==> src/rtl/vadd_pkg.sv <==
// rtl/vadd_pkg.sv - shared FSM state, half-float constants and VLEN default for vadd_seq
package vadd_pkg;

  localparam int VLEN_DEF = 8;

  localparam logic [15:0] HF_INF  = 16'h7C00;
  localparam logic [14:0] HF_MAXF = 15'h7BFF;
  localparam logic [15:0] HF_QNAN = 16'h7E00;

  typedef enum logic [1:0] {
    ST_IDLE,
    ST_ISSUE,
    ST_DRAIN,
    ST_DONE
  } vadd_state_t;

endpackage

==> src/rtl/vadd_seq_addp.sv <==
// rtl/vadd_seq_addp.sv - VADDp two-stage half-precision adder (align/add, register, normalize/round)
module VADDp
  import vadd_pkg::*;
(
  input  logic        i_clk,
  input  logic        i_rst_n,
  input  logic [15:0] i_a,
  input  logic [15:0] i_b,
  output logic [15:0] o_sum,
  output logic        o_ovf
);

  // Stage 1 signals: operand classification, swap, alignment and add
  logic        w_a_nan, w_b_nan, w_a_inf, w_b_inf;
  logic        w_swap, w_sub, w_nan, w_inf;
  logic [15:0] w_x, w_y;
  logic [4:0]  w_ex, w_ey, w_d;
  logic [10:0] w_mx, w_my;
  logic [13:0] w_xe, w_ye, w_ys, w_ys_s;
  logic        w_lost;
  logic [14:0] w_raw;

  // Pipeline register between the two stages
  logic        r_sign, r_nan, r_inf;
  logic [4:0]  r_exp;
  logic [14:0] r_raw;

  // Stage 2 signals: normalize, round, pack
  logic [14:0] w_m;
  logic [5:0]  w_e;
  logic [11:0] w_mr;
  logic        w_g, w_st, w_of;
  logic [15:0] w_out;

  assign w_a_inf = (i_a[14:10] == 5'h1F) && (i_a[9:0] == 10'd0);
  assign w_b_inf = (i_b[14:10] == 5'h1F) && (i_b[9:0] == 10'd0);
  assign w_a_nan = (i_a[14:10] == 5'h1F) && (i_a[9:0] != 10'd0);
  assign w_b_nan = (i_b[14:10] == 5'h1F) && (i_b[9:0] != 10'd0);
  assign w_nan   = w_a_nan | w_b_nan | (w_a_inf & w_b_inf & (i_a[15] ^ i_b[15]));
  assign w_inf   = w_a_inf | w_b_inf;

  // Larger magnitude goes to x so the aligned difference is never negative
  assign w_swap = i_b[14:0] > i_a[14:0];
  assign w_x    = w_swap ? i_b : i_a;
  assign w_y    = w_swap ? i_a : i_b;
  assign w_sub  = w_x[15] ^ w_y[15];

  // Subnormals use exponent 1 with no hidden bit
  assign w_ex = (w_x[14:10] == 5'd0) ? 5'd1 : w_x[14:10];
  assign w_ey = (w_y[14:10] == 5'd0) ? 5'd1 : w_y[14:10];
  assign w_mx = {(w_x[14:10] != 5'd0), w_x[9:0]};
  assign w_my = {(w_y[14:10] != 5'd0), w_y[9:0]};
  assign w_d  = w_ex - w_ey;

  // Three extra bits (guard, round, sticky) below the mantissa
  assign w_xe   = {w_mx, 3'b000};
  assign w_ye   = {w_my, 3'b000};
  assign w_ys   = (w_d > 5'd13) ? 14'd0 : (w_ye >> w_d);
  assign w_lost = (w_d > 5'd13) ? (w_ye != 14'd0) : ((w_ye & ~(14'h3FFF << w_d)) != 14'd0);
  assign w_ys_s = {w_ys[13:1], w_ys[0] | w_lost};
  assign w_raw  = w_sub ? ({1'b0, w_xe} - {1'b0, w_ys_s}) : ({1'b0, w_xe} + {1'b0, w_ys_s});

  // Stage register; an exact cancellation yields +0
  always_ff @(posedge i_clk or negedge i_rst_n) begin
    if (!i_rst_n) begin
      r_sign <= 1'b0;
      r_nan  <= 1'b0;
      r_inf  <= 1'b0;
      r_exp  <= 5'd0;
      r_raw  <= 15'd0;
    end else begin
      r_sign <= (w_sub && (w_raw == 15'd0)) ? 1'b0 : w_x[15];
      r_nan  <= w_nan;
      r_inf  <= w_inf;
      r_exp  <= w_ex;
      r_raw  <= w_raw;
    end
  end

  // Normalize, round to nearest even, detect overflow and pack the result
  always_comb begin
    w_m   = r_raw;
    w_e   = {1'b0, r_exp};
    w_g   = 1'b0;
    w_st  = 1'b0;
    w_mr  = 12'd0;
    w_of  = 1'b0;
    w_out = 16'd0;
    if (w_m[14]) begin
      w_m = {1'b0, w_m[14:2], w_m[1] | w_m[0]};
      w_e = w_e + 6'd1;
    end else begin
      for (int k = 0; k < 13; k++) begin
        if (!w_m[13] && (w_e > 6'd1)) begin
          w_m = {w_m[13:0], 1'b0};
          w_e = w_e - 6'd1;
        end
      end
    end
    w_g  = w_m[2];
    w_st = w_m[1] | w_m[0];
    w_mr = {1'b0, w_m[13:3]} + {11'd0, w_g & (w_st | w_m[3])};
    if (w_mr[11]) begin
      w_mr = {1'b0, w_mr[11:1]};
      w_e  = w_e + 6'd1;
    end
    w_of = (w_e >= 6'd31);
    if (r_nan)
      w_out = HF_QNAN;
    else if (r_inf || w_of)
      w_out = {r_sign, HF_INF[14:0]};
    else
      w_out = {r_sign, (w_mr[10] ? w_e[4:0] : 5'd0), w_mr[9:0]};
  end

  assign o_sum = w_out;
  assign o_ovf = w_of & ~r_nan & ~r_inf;

endmodule

==> src/rtl/vadd_seq.sv <==
// rtl/vadd_seq.sv - sequential half-float vector add; define VADD_SAT_EN to saturate overflows
module vadd_seq
  import vadd_pkg::*;
#(
  parameter int VLEN = VLEN_DEF,
  parameter int DW   = 16
) (
  input  logic                     Clk2,
  input  logic                     Rst_n,
  input  logic                     Start,
  input  logic [$clog2(VLEN):0]    Len,
  input  logic                     Abort,
  output logic [$clog2(VLEN)-1:0]  RdAddr,
  input  logic [DW-1:0]            RdA,
  input  logic [DW-1:0]            RdB,
  output logic                     WrEn,
  output logic [$clog2(VLEN)-1:0]  WrAddr,
  output logic [DW-1:0]            WrData,
  output logic                     Busy,
  output logic                     Done,
  output logic                     OvfFlag,
  output logic [$clog2(VLEN)-1:0]  OvfIdx
);

  localparam int          AW        = $clog2(VLEN);
  localparam int unsigned LEN_MAX_I = VLEN;
  localparam logic [AW:0] LEN_MAX   = LEN_MAX_I[AW:0];

  vadd_state_t    r_state, w_next;
  logic [AW-1:0]  r_idx, r_last, r_waddr, r_ovf_idx;
  logic           r_vld, r_ovf;
  logic           w_accept;
  logic [AW:0]    w_len_c;
  logic [AW-1:0]  w_last;
  logic [15:0]    w_sum;
  logic           w_ovf;
  logic [DW-1:0]  w_wdata;

  assign w_len_c = (Len > LEN_MAX) ? LEN_MAX : Len;
  assign w_last  = AW'(w_len_c - 1'b1);

  // State register
  always_ff @(posedge Clk2 or negedge Rst_n) begin
    if (!Rst_n) r_state <= ST_IDLE;
    else        r_state <= w_next;
  end

  // Next state and state-decoded outputs; Abort wins in ISSUE/DRAIN
  always_comb begin
    w_next   = r_state;
    w_accept = 1'b0;
    Busy     = 1'b0;
    Done     = 1'b0;
    RdAddr   = '0;
    case (r_state)
      ST_IDLE: begin
        if (Start) begin
          w_accept = 1'b1;
          w_next   = (Len == '0) ? ST_DONE : ST_ISSUE;
        end
      end
      ST_ISSUE: begin
        Busy   = 1'b1;
        RdAddr = r_idx;
        if (Abort)                w_next = ST_IDLE;
        else if (r_idx == r_last) w_next = ST_DRAIN;
      end
      ST_DRAIN: begin
        Busy   = 1'b1;
        w_next = Abort ? ST_IDLE : ST_DONE;
      end
      ST_DONE: begin
        Done   = 1'b1;
        w_next = ST_IDLE;
      end
      default: w_next = ST_IDLE;
    endcase
  end

  // Issue index, write tag/valid and sticky overflow tracking
  always_ff @(posedge Clk2 or negedge Rst_n) begin
    if (!Rst_n) begin
      r_idx     <= '0;
      r_last    <= '0;
      r_waddr   <= '0;
      r_vld     <= 1'b0;
      r_ovf     <= 1'b0;
      r_ovf_idx <= '0;
    end else begin
      r_idx <= ((r_state == ST_ISSUE) && (w_next == ST_ISSUE)) ? r_idx + 1'b1 : '0;
      r_vld <= (r_state == ST_ISSUE) && !Abort;
      if (r_state == ST_ISSUE) r_waddr <= r_idx;
      if (w_accept) begin
        r_last    <= w_last;
        r_ovf     <= 1'b0;
        r_ovf_idx <= '0;
      end else if (r_vld && w_ovf && !r_ovf) begin
        r_ovf     <= 1'b1;
        r_ovf_idx <= r_waddr;
      end
    end
  end

  VADDp u_add (
    .i_clk   (Clk2),
    .i_rst_n (Rst_n),
    .i_a     (RdA),
    .i_b     (RdB),
    .o_sum   (w_sum),
    .o_ovf   (w_ovf)
  );

`ifdef VADD_SAT_EN
  assign w_wdata = w_ovf ? {w_sum[15], HF_MAXF} : w_sum;
`else
  assign w_wdata = w_sum;
`endif

  assign WrEn    = r_vld;
  assign WrAddr  = r_waddr;
  assign WrData  = w_wdata;
  assign OvfFlag = r_ovf;
  assign OvfIdx  = r_ovf_idx;

endmodule

==> config.mk <==
export PLATFORM = sky130hd
export DESIGN_NAME = vadd_seq
export DESIGN_NICKNAME = d
export VERILOG_FILES = /design/src/rtl/vadd_pkg.sv /design/src/rtl/vadd_seq_addp.sv /design/src/rtl/vadd_seq.sv
export SDC_FILE = /design/constraint.sdc
export NUM_CORES = 1
export LEC_CHECK = 0
export CORE_MARGIN = 5
export CORE_UTILIZATION = 50
export CTS_BUF_LIST = sky130_fd_sc_hd__clkbuf_4 sky130_fd_sc_hd__clkbuf_8
export DETAILED_ROUTE_END_ITERATION = 10
export HOLD_SLACK_MARGIN = 0.06
export PLACE_DENSITY = 0.82
export SETUP_SLACK_MARGIN = 0.15
export SKIP_CTS_REPAIR_TIMING = 1
export SLEW_MARGIN = 10
export SYNTH_ARGS = -nofsm -noshare
export SYNTH_HDL_FRONTEND = slang
export SYNTH_HIERARCHICAL = 1
export SYNTH_SLANG_ARGS = --single-unit
==> constraint.sdc <==
create_clock -name Clk2 -period 25.6 [get_ports Clk2]
set_input_delay 5.12 -clock Clk2 [delete_from_list [all_inputs] [get_ports Clk2]]
set_output_delay 5.12 -clock Clk2 [all_outputs]
set_load 0.03 [all_outputs]
==> metrics.txt, run 1 <==
outcome=finished, final reports clean; share of the synthesized area in the top cell type=0.0833; Netlist cell types=~120; Final min period=approximately 24 ns; Starting DRT DRC Count=between 1000 and 1500; Cells after Synth=roughly 1700; die area=~27000 um^2; TritonCTS Sinks=39; CTS tree=built; Worst path most repeated cell=ha_1; largest area contributor in the netlist=dfrtp_1; Cell Area, Placed=approximately 13000 um^2; hold slack final=around 0.53 ns; # port buffers=68; DIE HEIGHT=about 160 um; post-DR vias/cell=~6.5; dpl hpwl=approximately 29000 um; layout cells sized above 1=0.138; # Max-Cap Violations=0; data arrival time of the critical path=roughly 19 ns; Post-Syn Area=~12000 um^2; Slowest cell on crit path=nor3b_1; Slew Viols, Final=0; FF+latch area=~980 um^2; antenna cell count=0; final setup violation count=0; Post-Syn Area per Cell=~7 um^2; GRT Residual Overflow=0; vias in the first global route=roughly 12000; clk buf depth=2; Root Buffer=clkbuf_8; async set-reset flop share out of synthesis=1.00; wire per inst=17.7 um; Starting Density=0.504; Worst setup SP type=register; num ports=just under 70; crit share post-route=0.951; Row Count=56; worst-path fanout max=15; antenna viol nets, final=0; Post-synth EDFFs=0; RSZ-0062 raised after global routing=no; multi-input gate area in the final layout=between 10000 and 15000 um^2; dominant synthesized flop cell=dfrtp_1; initial antenna violation count=0; Clock Skews=approximately 0.0078 ns; Crit. End Element=output port; tightest slew margin relative to the limit=0.207; CORE AREA=23300 um^2; number of synthesized register bits=39; syn_nets=1791; count of yosys warnings during synthesis=6; filler cell count=around 2300; routability cong.=slightly below 1; first-pass GRT wire length=59700 um; H-tree depth=2; final net count=around 1900; Worst path max stage delay=between 0.5 and 0.6 ns; DRC Markers=0; DRT Wirelength=around 37000 um; Synth area leaders=dfrtp_1 (8.3%), ha_1 (8.2%), mux2i_1 (6.1%); Via Count=13500; fin area=between 10000 and 15000 um^2; critical path type=reg -> out; gr usage total=0.260; final hold vios=0; Die W=163 um; R2R setup slack=approximately 6.2 ns; Area Overhead vs Synth=13.5%; Clk pin slew, worst setup/hold paths=0.08 ns; cts bufs inserted=5; First-pass DRT Iterations=6; Least-Margin Pin Slew=1.18 ns; type of the tightest min-delay check=reg -> reg; highest clock rate=0.0411 GHz; Worst-Skew Late Latency=0.30 ns; Data required, critical path=a little over 20 ns; Commonest cells post-synth=nor2_1 (189), nand2_1 (171), a21oi_1 (124); pin count of the biggest net entering global routing=53; part of the Yosys area used for sequential elements=0.0833; most common cell in the synthesized netlist=nor2_1
-- layout make-up --
type | instances | area share
clock inverters | 2 | 0.000941
inverters | 73 | 0.0206
flip-flops and latches | 39 | 0.0735
well taps | 319 | 0.0300
clock buffers | 6 | 0.00574
repair buffers | 133 | 0.0866
multi-input cells | 1496 | 0.783
-- sequential cells by signal (all words and copies together) (netlist names) --
name / cells
u_add/r_raw: 15
u_add/r_exp: 5
OvfIdx: 3
WrAddr: 3
r_idx: 3
r_last: 3
r_state: 2
OvfFlag: 1
WrEn: 1
u_add/r_inf: 1
u_add/r_nan: 1
u_add/r_sign: 1
-- cell families (layout without fill, tap and decap cells) --
| logic type | count (synthesis) | in the layout | share of synthesized area |
|---|---|---|---|
| muxes | 101 | 101 | 0.0900 |
| adders and majority gates | 79 | 79 | 0.0856 |
| AOI/OAI and AO/OA | 596 | 597 | 0.363 |
| buffers and inverters | 138 | 214 | 0.0529 |
| and+or+nand+nor | 660 | 660 | 0.281 |
| xor gates and xnor gates | 59 | 59 | 0.0441 |
| DFF | 39 | 39 | 0.0833 |
-- worst paths after layout --
check                           depth (start not counted)                startpoint                        to
worst max-delay path                                   91  u_add/r_exp[0]$_DFF_PN0_                WrData[11]
min in group asynchronous                               1                     Rst_n      r_state[1]$_DFF_PN0_
worst min-delay path                                    2     OvfIdx[0]$_DFFE_PN0P_     OvfIdx[0]$_DFFE_PN0P_
max in group asynchronous                               1                     Rst_n  u_add/r_exp[1]$_DFF_PN0_
worst min register to register                          2     OvfIdx[0]$_DFFE_PN0P_     OvfIdx[0]$_DFFE_PN0P_
worst max register to register                         94  u_add/r_exp[0]$_DFF_PN0_     OvfIdx[2]$_DFFE_PN0P_
-- placed cells by master, fill, tap and decap left out, types with 15 or more instances in the layout --
cell	n
a211oi_1	29
a21o_1	30
a21oi_1	121
a31oi_1	28
and2_1	22
buf_4	73
clkdlybuf4s50_1	52
dfrtp_1	38
ha_1	71
inv_1	71
mux2_2	27
mux2i_1	71
nand2_1	170
nand3_1	46
nand4_1	20
nor2_1	183
nor3_1	50
nor4_1	22
o211ai_1	27
o21a_1	18
o21ai_0	103
o22ai_1	15
or2_2	17
or3_1	18
xnor2_1	40
xor2_1	15
-- per-layer routing --
layer  GRT usage  up-vias  part of all wire
met1       0.348     6333              0.44
met4      0.0789        0             0.026
met2       0.447      536              0.48
met3      0.0207       87             0.057
met5           0        -                 0
li1            -     6531                 -
-- metrics by stage --
step / setup TNS (ns) / util / std cells / worst slack [ns]
5_1_grt: 0 / 0.572 / 2068 / 0.0999
4_1_cts: -12.06 / 0.556 / 2047 / -1.07
2_1_floorplan: 0 / - / 1672 / 0.157
6_report: 0 / 0.572 / 2068 / 1.26
3_3_place_gp: 0 / 0.552 / 2039 / 0.349
3_5_place_dp: -5.53 / 0.552 / 2039 / -0.619
-- worst max-delay path: cells and delay by family, from the launching register on --
family,cells,cell delay (ns)
AND/OR/NAND/NOR,29,5.74
XOR/XNOR,5,0.87
flip-flops,1,0.38
buffers and inverters,13,2.04
adder cells (fa/ha/maj),13,2.91
multiplexers,5,1.46
AO/OA/AOI/OAI,26,5.46
Power of run 1 is not shown: default switching activity piles up to over one toggle a cycle in this logic, so the estimate is an artifact.
==> inputs of run 2 (changes only) <==
--- a/config.mk
+++ b/config.mk
@@ -10,7 +10,7 @@
 export CTS_BUF_LIST = sky130_fd_sc_hd__clkbuf_4 sky130_fd_sc_hd__clkbuf_8
 export DETAILED_ROUTE_END_ITERATION = 10
 export HOLD_SLACK_MARGIN = 0.06
-export PLACE_DENSITY = 0.82
+export PLACE_DENSITY = 0.8
 export SETUP_SLACK_MARGIN = 0.15
 export SKIP_CTS_REPAIR_TIMING = 1
 export SLEW_MARGIN = 10
==> constraint.sdc (replaced) <==
create_clock -name Clk2 -period 29.2 [get_ports Clk2]
set_input_delay 5.84 -clock Clk2 [delete_from_list [all_inputs] [get_ports Clk2]]
set_output_delay 5.84 -clock Clk2 [all_outputs]
set_load 0.03 [all_outputs]
==> run 2 against run 1 <==
Against the previous run:
- via count fell by 1.4%
- flip-flop and latch count stayed put
- first-iteration DRC count shrank 15%
- register-to-register slack gained 1.1 ns
- clock skew is 0.00099 ns lower
- clock-buffer cell count rose by 1
- utilization shrank 1.6 points
- sequential share of layout area is 0.21 points higher
- worst setup slack gained 0.37 ns
- largest cell class unchanged
==> metrics.txt, run 2 (same netlist as run 1, synthesis figures left out) <==
First-pass DRT Iterations=6 (unchanged); Biggest register=u_add/r_raw (unchanged); Largest regs=u_add/r_raw x15, u_add/r_exp x5 (unchanged); Worst path max stage delay=0.50 ns (was 0.58 ns); CORE AREA=23300 um^2 (unchanged); Final min period=between 20 and 30 ns; final setup margin=1.63 ns (was 1.26 ns); gr usage total=0.253 (was 0.260); die area=26600 um^2 (unchanged); Worst setup SP type=register (unchanged); first-pass GRT wire length=58400 um (was 59700 um); leading cell types in the layout, fill and taps excluded=nor2_1 (186), nand2_1 (166), a21oi_1 (122), o21ai_0 (103), ha_1 (75) (was nor2_1 (183), nand2_1 (170), a21oi_1 (121), o21ai_0 (103), buf_4 (73)); Die W=163 um (unchanged); cts bufs inserted=5 (unchanged); Area Overhead vs Synth=10.3% (was 13.5%); Starting DRT DRC Count=1175 (was 1381); global routing's busiest layer=met2 (unchanged); final setup violation count=0 (unchanged); DRT Wirelength=35800 um (was 36600 um); GRT Residual Overflow=0 (unchanged); final hold vios=0 (unchanged); Slowest cell on crit path=dfrtp_2 (was nor3b_1); post-DR vias/cell=6.54 (was 6.52); # port buffers=68 (unchanged); fin area=12900 um^2 (was 13300 um^2); vias in the first global route=12000 (was 12400); # Max-Cap Violations=0 (unchanged); Crit. End Element=output port (unchanged); met3 usage=0.0247 (was 0.0207); Data required, critical path=23.36 ns (was 20.48 ns); Via Count=13300 (was 13500); Cell Area, Placed=12600 um^2 (was 12800 um^2); DRC Markers=0 (unchanged); critical path type=reg -> out (unchanged); RSZ-0062 raised after global routing=no (unchanged); initial antenna violation count=0 (unchanged); type of the tightest min-delay check=reg -> reg (unchanged); Clk pin slew, worst setup/hold paths=0.08 ns (about the same); met1 Use GR=0.341 (was 0.348); pre-CTS WS=-0.323 ns (was -0.619 ns); filler cell count=2275 (was 2251); crit share post-route=0.944; Slew Viols, Final=0 (unchanged); max reg flops=15 (unchanged); clk buf depth=2 (unchanged); DIE HEIGHT=163 um (unchanged); CTS tree=built (unchanged); tightest slew margin relative to the limit=0.243 (was 0.207); final setup TNS=0 ns (unchanged); num ports=69 (unchanged); TritonCTS Sinks=39 (unchanged); Worst-Skew Late Latency=0.29 ns (was 0.30 ns); antenna cell count=0 (unchanged); H-tree depth=2 (unchanged); pin count of the biggest net entering global routing=40 (was 53); dpl hpwl=28300 um (was 28900 um); outcome=finished, final reports clean (unchanged); Starting Density=0.504 (unchanged); layout cells sized above 1=0.114 (was 0.138); routability cong.=0.964 (was 0.970); most common cell after layout, fill and taps aside=nor2_1 (unchanged); highest clock rate=roughly 0.036 GHz; Least-Margin Pin Slew=1.13 ns (was 1.18 ns); Clock Skews=0.00678 ns (was 0.00777 ns); Root Buffer=clkbuf_8 (unchanged); worst-path fanout max=17 (was 15); Worst path most repeated cell=ha_1 (unchanged); antenna viol nets, final=0 (unchanged); wire per inst=17.6 um (was 17.7 um); final net count=1833 (was 1867); data arrival time of the critical path=21.73 ns (was 19.22 ns); GR Util met2=0.427 (was 0.447); Row Count=56 (unchanged)
[run 2: layout make-up]
class	count	area (um^2)	share of cell area
Multi-Input combinational cell	1495	10300	0.796
Sequential cell	39	977	0.0756
Clock buffer	7	83.8	0.00649
Inverter	73	274	0.0212
Timing Repair Buffer	100	898	0.0695
Clock inverter	1	5.00	0.000387
Tap cell	319	399	0.0309
[run 2: metrics by stage]
step | cells | util | hold slack (ns)
CTS | 2020 | 0.544 | 0.537
finish | 2034 | 0.556 | 0.532
floorplan | 1672 | - | 0.502
global placement | 2012 | 0.540 | 0.501
detailed placement | 2012 | 0.540 | 0.517
global route | 2034 | 0.556 | 0.569
[run 2: worst max-delay path, delay by kind of cell (launching register included)]
kind                     cells  cell delay [ns]
AND/OR/NAND/NOR             36             7.30
AO/OA/AOI/OAI               25             5.71
adder cells (fa/ha/maj)     14             3.89
buffers and inverters       12             2.17
multiplexers                 3             0.93
XOR/XNOR                     4             0.89
flip-flops                   1             0.50
[run 2: per-layer routing]
layer	up-vias	part of all wire	wire length [um]
met1	6152	0.43	15500
met5	-	0	0
li1	6445	-	-
met3	108	0.066	2370
met4	0	0.035	1250
met2	595	0.47	16700
[run 2: worst paths after layout]
| kind | start | endpoint | slack [ns] | cells after the start |
|---|---|---|---|---|
| min in group asynchronous | Rst_n | WrAddr[1]$_DFFE_PN0P_ | 5.65 | 1 |
| worst max-delay path | u_add/r_exp[0]$_DFF_PN0_ | WrData[11] | 1.63 | 94 |
| max in group asynchronous | Rst_n | u_add/r_exp[0]$_DFF_PN0_ | 22.96 | 1 |
| worst min-delay path | OvfFlag$_DFFE_PN0P_ | OvfFlag$_DFFE_PN0P_ | 0.53 | 2 |
| worst min register to register | OvfFlag$_DFFE_PN0P_ | OvfFlag$_DFFE_PN0P_ | 0.53 | 2 |
| worst max register to register | u_add/r_exp[0]$_DFF_PN0_ | OvfIdx[0]$_DFFE_PN0P_ | 7.31 | 97 |
Power of run 2 is left out for the same reason.
